$ cat config.mk
export PLATFORM = sky130hd
export DESIGN_NAME = lc3b_hazard_scoreboard
export DESIGN_NICKNAME = d
export VERILOG_FILES = /design/src/rtl/lc3b_hazard_scoreboard_pkg.sv /design/src/rtl/lc3b_sb_counter.sv /design/src/rtl/lc3b_hazard_scoreboard.sv
export SDC_FILE = /design/constraint.sdc
export NUM_CORES = 1
export LEC_CHECK = 0
export CAP_MARGIN = 5
export CORE_ASPECT_RATIO = 1.75
export CORE_MARGIN = 2
export CORE_UTILIZATION = 40
export CTS_CLUSTER_SIZE = 30
export DETAILED_ROUTE_END_ITERATION = 8
export PLACE_DENSITY_LB_ADDON = 0.15
export SYNTH_ARGS = -nofsm -noshare
export SYNTH_HDL_FRONTEND = slang
export SYNTH_SLANG_ARGS = --single-unit
$ cat constraint.sdc
create_clock -name clk -period 2.41 [get_ports clk]
set_input_delay 0.482 -clock clk [delete_from_list [all_inputs] [get_ports clk]]
set_output_delay 0.482 -clock clk [all_outputs]
set_load 0.02 [all_outputs]
$ cat src/rtl/lc3b_hazard_scoreboard_pkg.sv
// Shared types and constants for the LC-3b hazard scoreboard.
package lc3b_hazard_scoreboard_pkg;

    localparam int unsigned LC3B_NUM_REGS = 8;
    localparam int unsigned LC3B_REG_W    = 3;
    localparam int unsigned LC3B_STAT_W   = 16;

    typedef logic [LC3B_REG_W-1:0] lc3b_reg;

    typedef enum logic [0:0] {
        SB_RUN      = 1'b0,
        SB_MEM_WAIT = 1'b1
    } lc3b_sb_state_t;

    // Saturating increment used by the optional statistics counters.
    function automatic logic [LC3B_STAT_W-1:0] stat_inc(
        input logic [LC3B_STAT_W-1:0] v,
        input logic                   en
    );
        return (en && (v != '1)) ? v + LC3B_STAT_W'(1) : v;
    endfunction

endpackage

$ cat src/rtl/lc3b_sb_counter.sv
// Per-register in-flight writer counter: saturating up/down with a busy flag.
module lc3b_sb_counter #(
    parameter int unsigned CNT_W = 2
) (
    input  logic clk,
    input  logic rst_n,
    input  logic inc,
    input  logic dec,
    output logic busy
);

    localparam logic [CNT_W-1:0] CNT_MAX = '1;

    logic [CNT_W-1:0] cnt;

    // Coincident inc/dec cancel; overflow and underflow hold the count.
    always_ff @(posedge clk or negedge rst_n) begin
        if (!rst_n) begin
            cnt <= '0;
        end else if (inc && !dec && (cnt != CNT_MAX)) begin
            cnt <= cnt + CNT_W'(1);
        end else if (dec && !inc && (cnt != '0)) begin
            cnt <= cnt - CNT_W'(1);
        end
    end

    assign busy = (cnt != '0);

    a_no_overflow: assert property (@(posedge clk) disable iff (!rst_n)
        !(inc && !dec && (cnt == CNT_MAX)));
    a_no_underflow: assert property (@(posedge clk) disable iff (!rst_n)
        !(dec && !inc && (cnt == '0)));

endmodule

$ cat src/rtl/lc3b_hazard_scoreboard.sv
// LC-3b pipeline interlock: load-use bubble, memory-wait freeze, in-flight writer tracking.
// Optional macro LC3B_SCOREBOARD_STATS_EN adds stall_cycles and load_use_count outputs.
module lc3b_hazard_scoreboard
    import lc3b_hazard_scoreboard_pkg::*;
#(
    parameter int unsigned NUM_REGS = LC3B_NUM_REGS,
    parameter int unsigned CNT_W    = 2
) (
    input  logic                   clk,
    input  logic                   rst_n,
    input  logic                   id_valid,
    input  lc3b_reg                id_src1,
    input  lc3b_reg                id_src2,
    input  logic                   id_src1_used,
    input  logic                   id_src2_used,
    input  lc3b_reg                id_dest,
    input  logic                   id_writes_reg,
    input  logic                   id_is_load,
    input  logic                   mem_req,
    input  logic                   mem_resp,
    input  logic                   wb_valid,
    input  logic                   wb_writes_reg,
    input  lc3b_reg                wb_dest,
`ifdef LC3B_SCOREBOARD_STATS_EN
    output logic [LC3B_STAT_W-1:0] stall_cycles,
    output logic [LC3B_STAT_W-1:0] load_use_count,
`endif
    output logic                   stall_fetch,
    output logic                   bubble_ex,
    output logic                   stall_pipe,
    output logic [NUM_REGS-1:0]    reg_busy
);

    lc3b_sb_state_t state, state_next;
    logic           ld_ex_valid;
    lc3b_reg        ld_ex_dest;
    logic           load_use;
    logic           advance;
    logic           issue;

    always_ff @(posedge clk or negedge rst_n) begin
        if (!rst_n) begin
            state <= SB_RUN;
        end else begin
            state <= state_next;
        end
    end

    // A dropped mem_req without mem_resp is a protocol error; keep waiting.
    always_comb begin
        state_next = state;
        stall_pipe = 1'b0;
        case (state)
            SB_RUN: begin
                stall_pipe = mem_req & ~mem_resp;
                if (mem_req && !mem_resp) begin
                    state_next = SB_MEM_WAIT;
                end
            end
            SB_MEM_WAIT: begin
                stall_pipe = ~mem_resp;
                if (mem_resp) begin
                    state_next = SB_RUN;
                end
            end
            default: begin
                state_next = SB_RUN;
            end
        endcase
    end

    assign load_use = id_valid & ld_ex_valid &
                      ((id_src1_used & (id_src1 == ld_ex_dest)) |
                       (id_src2_used & (id_src2 == ld_ex_dest)));

    assign advance     = ~stall_pipe;
    assign issue       = advance & id_valid & ~load_use;
    assign bubble_ex   = load_use & ~stall_pipe;
    assign stall_fetch = load_use | stall_pipe;

    // Tracks the load now in EX; a bubble clears it so load-use costs one cycle.
    always_ff @(posedge clk or negedge rst_n) begin
        if (!rst_n) begin
            ld_ex_valid <= 1'b0;
            ld_ex_dest  <= '0;
        end else if (advance) begin
            ld_ex_valid <= issue & id_is_load & id_writes_reg;
            ld_ex_dest  <= id_dest;
        end
    end

    for (genvar r = 0; r < NUM_REGS; r++) begin : g_cnt
        logic inc_r;
        logic dec_r;

        assign inc_r = issue & id_writes_reg & (id_dest == LC3B_REG_W'(r));
        assign dec_r = advance & wb_valid & wb_writes_reg & (wb_dest == LC3B_REG_W'(r));

        lc3b_sb_counter #(
            .CNT_W (CNT_W)
        ) u_cnt (
            .clk   (clk),
            .rst_n (rst_n),
            .inc   (inc_r),
            .dec   (dec_r),
            .busy  (reg_busy[r])
        );
    end

`ifdef LC3B_SCOREBOARD_STATS_EN
    always_ff @(posedge clk or negedge rst_n) begin
        if (!rst_n) begin
            stall_cycles   <= '0;
            load_use_count <= '0;
        end else begin
            stall_cycles   <= stat_inc(stall_cycles, stall_pipe);
            load_use_count <= stat_inc(load_use_count, bubble_ex);
        end
    end
`endif

endmodule

==> impl_results.html <==
<table>
<tr><th>Metric</th><th>Value</th></tr>
<tr><th colspan="2">STA</th></tr>
<tr><td>Final Skew</td><td>0.00133 ns</td></tr>
<tr><td>Top achievable clock speed</td><td>427 MHz</td></tr>
<tr><td>Worst-margin pin slew</td><td>0.481 ns</td></tr>
<tr><td>Final period util</td><td>0.972</td></tr>
<tr><td>Final Hold Fails</td><td>0</td></tr>
<tr><td>Min Clock Period, post-route</td><td>about 2.3 ns</td></tr>
<tr><td>Final setup violation count</td><td>0</td></tr>
<tr><td>Number of max-slew violations in the final report</td><td>0</td></tr>
<tr><td>Tightest slew margin relative to the limit</td><td>0.676</td></tr>
<tr><td>Setup repair after global routing missed its margin</td><td>false</td></tr>
<tr><th colspan="2">Worst setup path</th></tr>
<tr><td>Type of destination of the critical path</td><td>output port</td></tr>
<tr><td>Data arrival time at the worst-slack endpoint</td><td>1.86 ns</td></tr>
<tr><td>Max stage delay cell, worst path</td><td>clkdlybuf4s50_1</td></tr>
<tr><td>Category of the worst setup path launch point</td><td>primary input</td></tr>
<tr><td>CP Class</td><td>in2out</td></tr>
<tr><td>Cell-by-cell listing of the critical path</td><td>clkdlybuf4s50_1, xnor2_2, nand4_1, a21o_1, nand2_1, dlygate4sd2_1</td></tr>
<tr><td>Biggest cell delay along the critical path</td><td>0.45 ns</td></tr>
<tr><td>Req. time, crit path</td><td>1.93 ns</td></tr>
<tr><td>Maximum net fanout on the critical path</td><td>2</td></tr>
<tr><th colspan="2">Logic synthesis</th></tr>
<tr><td>Top post-synthesis cells by count</td><td>25 x nor2_1, 21 x dfrtp_1, 17 x nand2_1</td></tr>
<tr><td>Area share of the leading cell type in the synthesized netlist</td><td>0.367</td></tr>
<tr><td>Sequential share of the synthesized area</td><td>0.367</td></tr>
<tr><td>Mapped Nets</td><td>198</td></tr>
<tr><td>Cell area after synthesis</td><td>1430 sq um</td></tr>
<tr><td>Synth area leaders</td><td>dfrtp_1 37%, nor2_1 6.6%, buf_4 4.7%</td></tr>
<tr><td>Total of flip-flops plus latches after synthesis</td><td>21</td></tr>
<tr><td>Library cell with the largest summed area after synthesis</td><td>dfrtp_1</td></tr>
<tr><td>Syn Area/Cell</td><td>8.19 sq um</td></tr>
<tr><td>Count of flip-flops with a built-in enable after synthesis</td><td>0</td></tr>
<tr><td>Most used flip-flop cell after synthesis</td><td>dfrtp_1</td></tr>
<tr><td>Number of library cell types mapped by synthesis</td><td>42</td></tr>
<tr><td>Gate count after technology mapping</td><td>175</td></tr>
<tr><td>Library cell with the highest instance count after synthesis</td><td>nor2_1</td></tr>
<tr><td>Synth warn</td><td>0</td></tr>
<tr><td>Fraction of synthesis flops using an asynchronous set or reset pin</td><td>1.00</td></tr>
<tr><th colspan="2">Clock tree</th></tr>
<tr><td>H-tree lvl count</td><td>1</td></tr>
<tr><td>Clock sink total</td><td>21</td></tr>
<tr><td>Clock latency reported for the late side of the worst-skew pair</td><td>0.26 ns</td></tr>
<tr><td>Number of buffers on the longest clock path</td><td>2</td></tr>
<tr><td>Total CTS buffers</td><td>3</td></tr>
<tr><td>Number of hold-repair buffers added at the cts stage</td><td>0</td></tr>
<tr><td>CTS tree</td><td>yes</td></tr>
<tr><td>Clock-pin slew on the worst setup and hold paths</td><td>about 0.070 ns</td></tr>
<tr><td>Library cell used as clock root buffer</td><td>clkbuf_8</td></tr>
<tr><th colspan="2">Global routing</th></tr>
<tr><td>Overall routing resource usage</td><td>0.181</td></tr>
<tr><td>Via count of the first global-routing pass</td><td>1,384</td></tr>
<tr><td>Pin count of the biggest net entering global routing</td><td>22</td></tr>
<tr><td>Global-route wire length before repair</td><td>5.89 mm</td></tr>
<tr><td>Remaining global-route overflow</td><td>0</td></tr>
<tr><td>Initial antenna violation count</td><td>0</td></tr>
<tr><th colspan="2">Finish</th></tr>
<tr><td>Area added between synthesis and finish</td><td>32.8%</td></tr>
<tr><td>Final net count</td><td>237</td></tr>
<tr><td>Post-route cell area</td><td>1900 sq um</td></tr>
<tr><td>Fraction of layout cells with a size suffix above 1</td><td>0.174</td></tr>
<tr><td>Filler cell count</td><td>335</td></tr>
<tr><td>Diodes inserted</td><td>0</td></tr>
<tr><th colspan="2">Run status</th></tr>
<tr><td>Run status</td><td>completed</td></tr>
<tr><th colspan="2">Power</th></tr>
<tr><td>Worst IR Drop VDD</td><td>roughly 390 uV</td></tr>
<tr><td>Total power per unit cell area</td><td>565 nW/um^2</td></tr>
<tr><td>Total leakage power</td><td>0.785 nW</td></tr>
<tr><td>Power, Total</td><td>around 1.1 mW</td></tr>
<tr><th colspan="2">Routing</th></tr>
<tr><td>Detailed Route Iter0 Violations</td><td>21</td></tr>
<tr><td>Routed length per placed instance</td><td>between 10 and 15 microns</td></tr>
<tr><td>Number of optimization iterations in the first detailed-route pass</td><td>4</td></tr>
<tr><td>Number of remaining DRC errors</td><td>0</td></tr>
<tr><td>Detailed Route WL</td><td>3.42 mm</td></tr>
<tr><td>Number of vias after detailed routing</td><td>1,372</td></tr>
<tr><td>Remaining number of nets flagged by the antenna check after routing</td><td>0</td></tr>
<tr><td>Average vias per placed instance</td><td>5.32</td></tr>
<tr><th colspan="2">Place</th></tr>
<tr><td>Area post-placement</td><td>1840 sq um</td></tr>
<tr><td>Post-detailed-placement half-perimeter wirelength</td><td>between 2 and 3 mm</td></tr>
<tr><td>Routability cong.</td><td>between 0.8 and 0.9</td></tr>
<tr><td>Port buffer count</td><td>33</td></tr>
<tr><th colspan="2">Floorplanning</th></tr>
<tr><td>I/O pin count</td><td>34</td></tr>
<tr><td>Die width</td><td>between 40 and 50 microns</td></tr>
<tr><td>Starting density of the core</td><td>0.422</td></tr>
<tr><td>Core ar.</td><td>3400 sq um</td></tr>
<tr><td>Full die area</td><td>4100 sq um</td></tr>
<tr><td>Cell Rows</td><td>28</td></tr>
<tr><td>Vertical die dimension</td><td>83.2 microns</td></tr>
<tr><th colspan="2">Hold path</th></tr>
<tr><td>Path category of the worst min-delay check</td><td>reg2reg</td></tr>
<tr><th colspan="2">Job</th></tr>
<tr><td>Total of max-cap violations</td><td>0</td></tr>
</table>
registers in the layout, indices dropped and copies added (netlist names):
signal and cells:
g_cnt.u_cnt.cnt 16, ld_ex_dest 3, ld_ex_valid 1, state 1
power by group:
group          internal (mW)  switching (mW)  total, mW
clock network          0.118           0.114      0.232
registers              0.409          0.0560      0.465
logic                  0.202           0.176      0.378
per-layer routing:
| layer | share of wire | GRT usage | wire length [microns] |
|---|---|---|---|
| met5 | 0 | 0 | 0 |
| met4 | 0.016 | 0.0753 | 53 |
| met3 | 0.030 | 0.0234 | 103 |
| met2 | 0.54 | 0.335 | 1860 |
| met1 | 0.41 | 0.198 | 1400 |
worst paths after layout:
kind | from | endpoint | slack [ns] | cells past startpoint
setup / recovery | id_src1[2] | stall_fetch | 0.07 | 6
hold / removal | g_cnt[3].u_cnt.cnt[0] | g_cnt[3].u_cnt.cnt[0] | 0.49 | 1
setup reg to reg | ld_ex_dest[1] | g_cnt[5].u_cnt.cnt[0] | 0.46 | 7
hold reg to reg | g_cnt[3].u_cnt.cnt[0] | g_cnt[3].u_cnt.cnt[0] | 0.49 | 1
max in group asynchronous | rst_n | g_cnt[3].u_cnt.cnt[1] | 1.62 | 2
min in group asynchronous | rst_n | state | 0.57 | 2
cells in the final DEF (no fill, tap or decap), drive strengths merged, types with 7 or more instances in the layout:
cell | Yosys | routed
nand4 | 7 | 7
a21oi | 7 | 7
nor3 | 9 | 9
dfrtp | 21 | 21
or2 | 10 | 10
nor2 | 25 | 25
inv | 7 | 7
nand2 | 17 | 17
buf | 12 | 14
o21ai | 11 | 11
clkdlybuf4s50 | 0 | 30
per-stage QoR:
step / hold slack [ns] / TNS, ns / std cells / setup WS [ns] / util
floorplan: 0.186 / 0 / 175 / 0.526 / -
global placement: 0.477 / -0.419 / 254 / -0.170 / 0.541
detailed placement: 0.483 / -0.826 / 254 / -0.273 / 0.541
CTS: 0.495 / 0 / 258 / 0.0195 / 0.558
global route: 0.518 / 0 / 258 / 0.0131 / 0.560
finish: 0.490 / 0 / 258 / 0.0674 / 0.560
worst max-delay path: cells and delay by family:
| family | cells | cell delay, ns |
|---|---|---|
| and+or+nand+nor | 2 | 0.19 |
| buffers and inverters | 2 | 0.77 |
| AOI/OAI and AO/OA | 1 | 0.21 |
| xor gates and xnor gates | 1 | 0.20 |
area by class of cell:
type                       count  area, sq um  area share
clock buffer                   4         45.0      0.0237
inverter                       7         26.3      0.0138
multi-input combinational    134          817       0.430
sequential                    21          526       0.276
tap                           45         56.3      0.0296
timing repair buffer          47          432       0.227
cells by family after synthesis:
group / share of synthesized area
simple gates: 0.320
compound gates: 0.181
flops: 0.367
buf+inv: 0.0786
xor+xnor: 0.0367
mux: 0.0175
what timing repair did:
item | in CTS | in global routing
resized for setup | 4 | 4
pin swaps | 0 | 0
buffers inserted | 0 | 0
endpoints found under the setup margin | 3 | 3
Note: power is estimated with default switching activity, not from simulation.
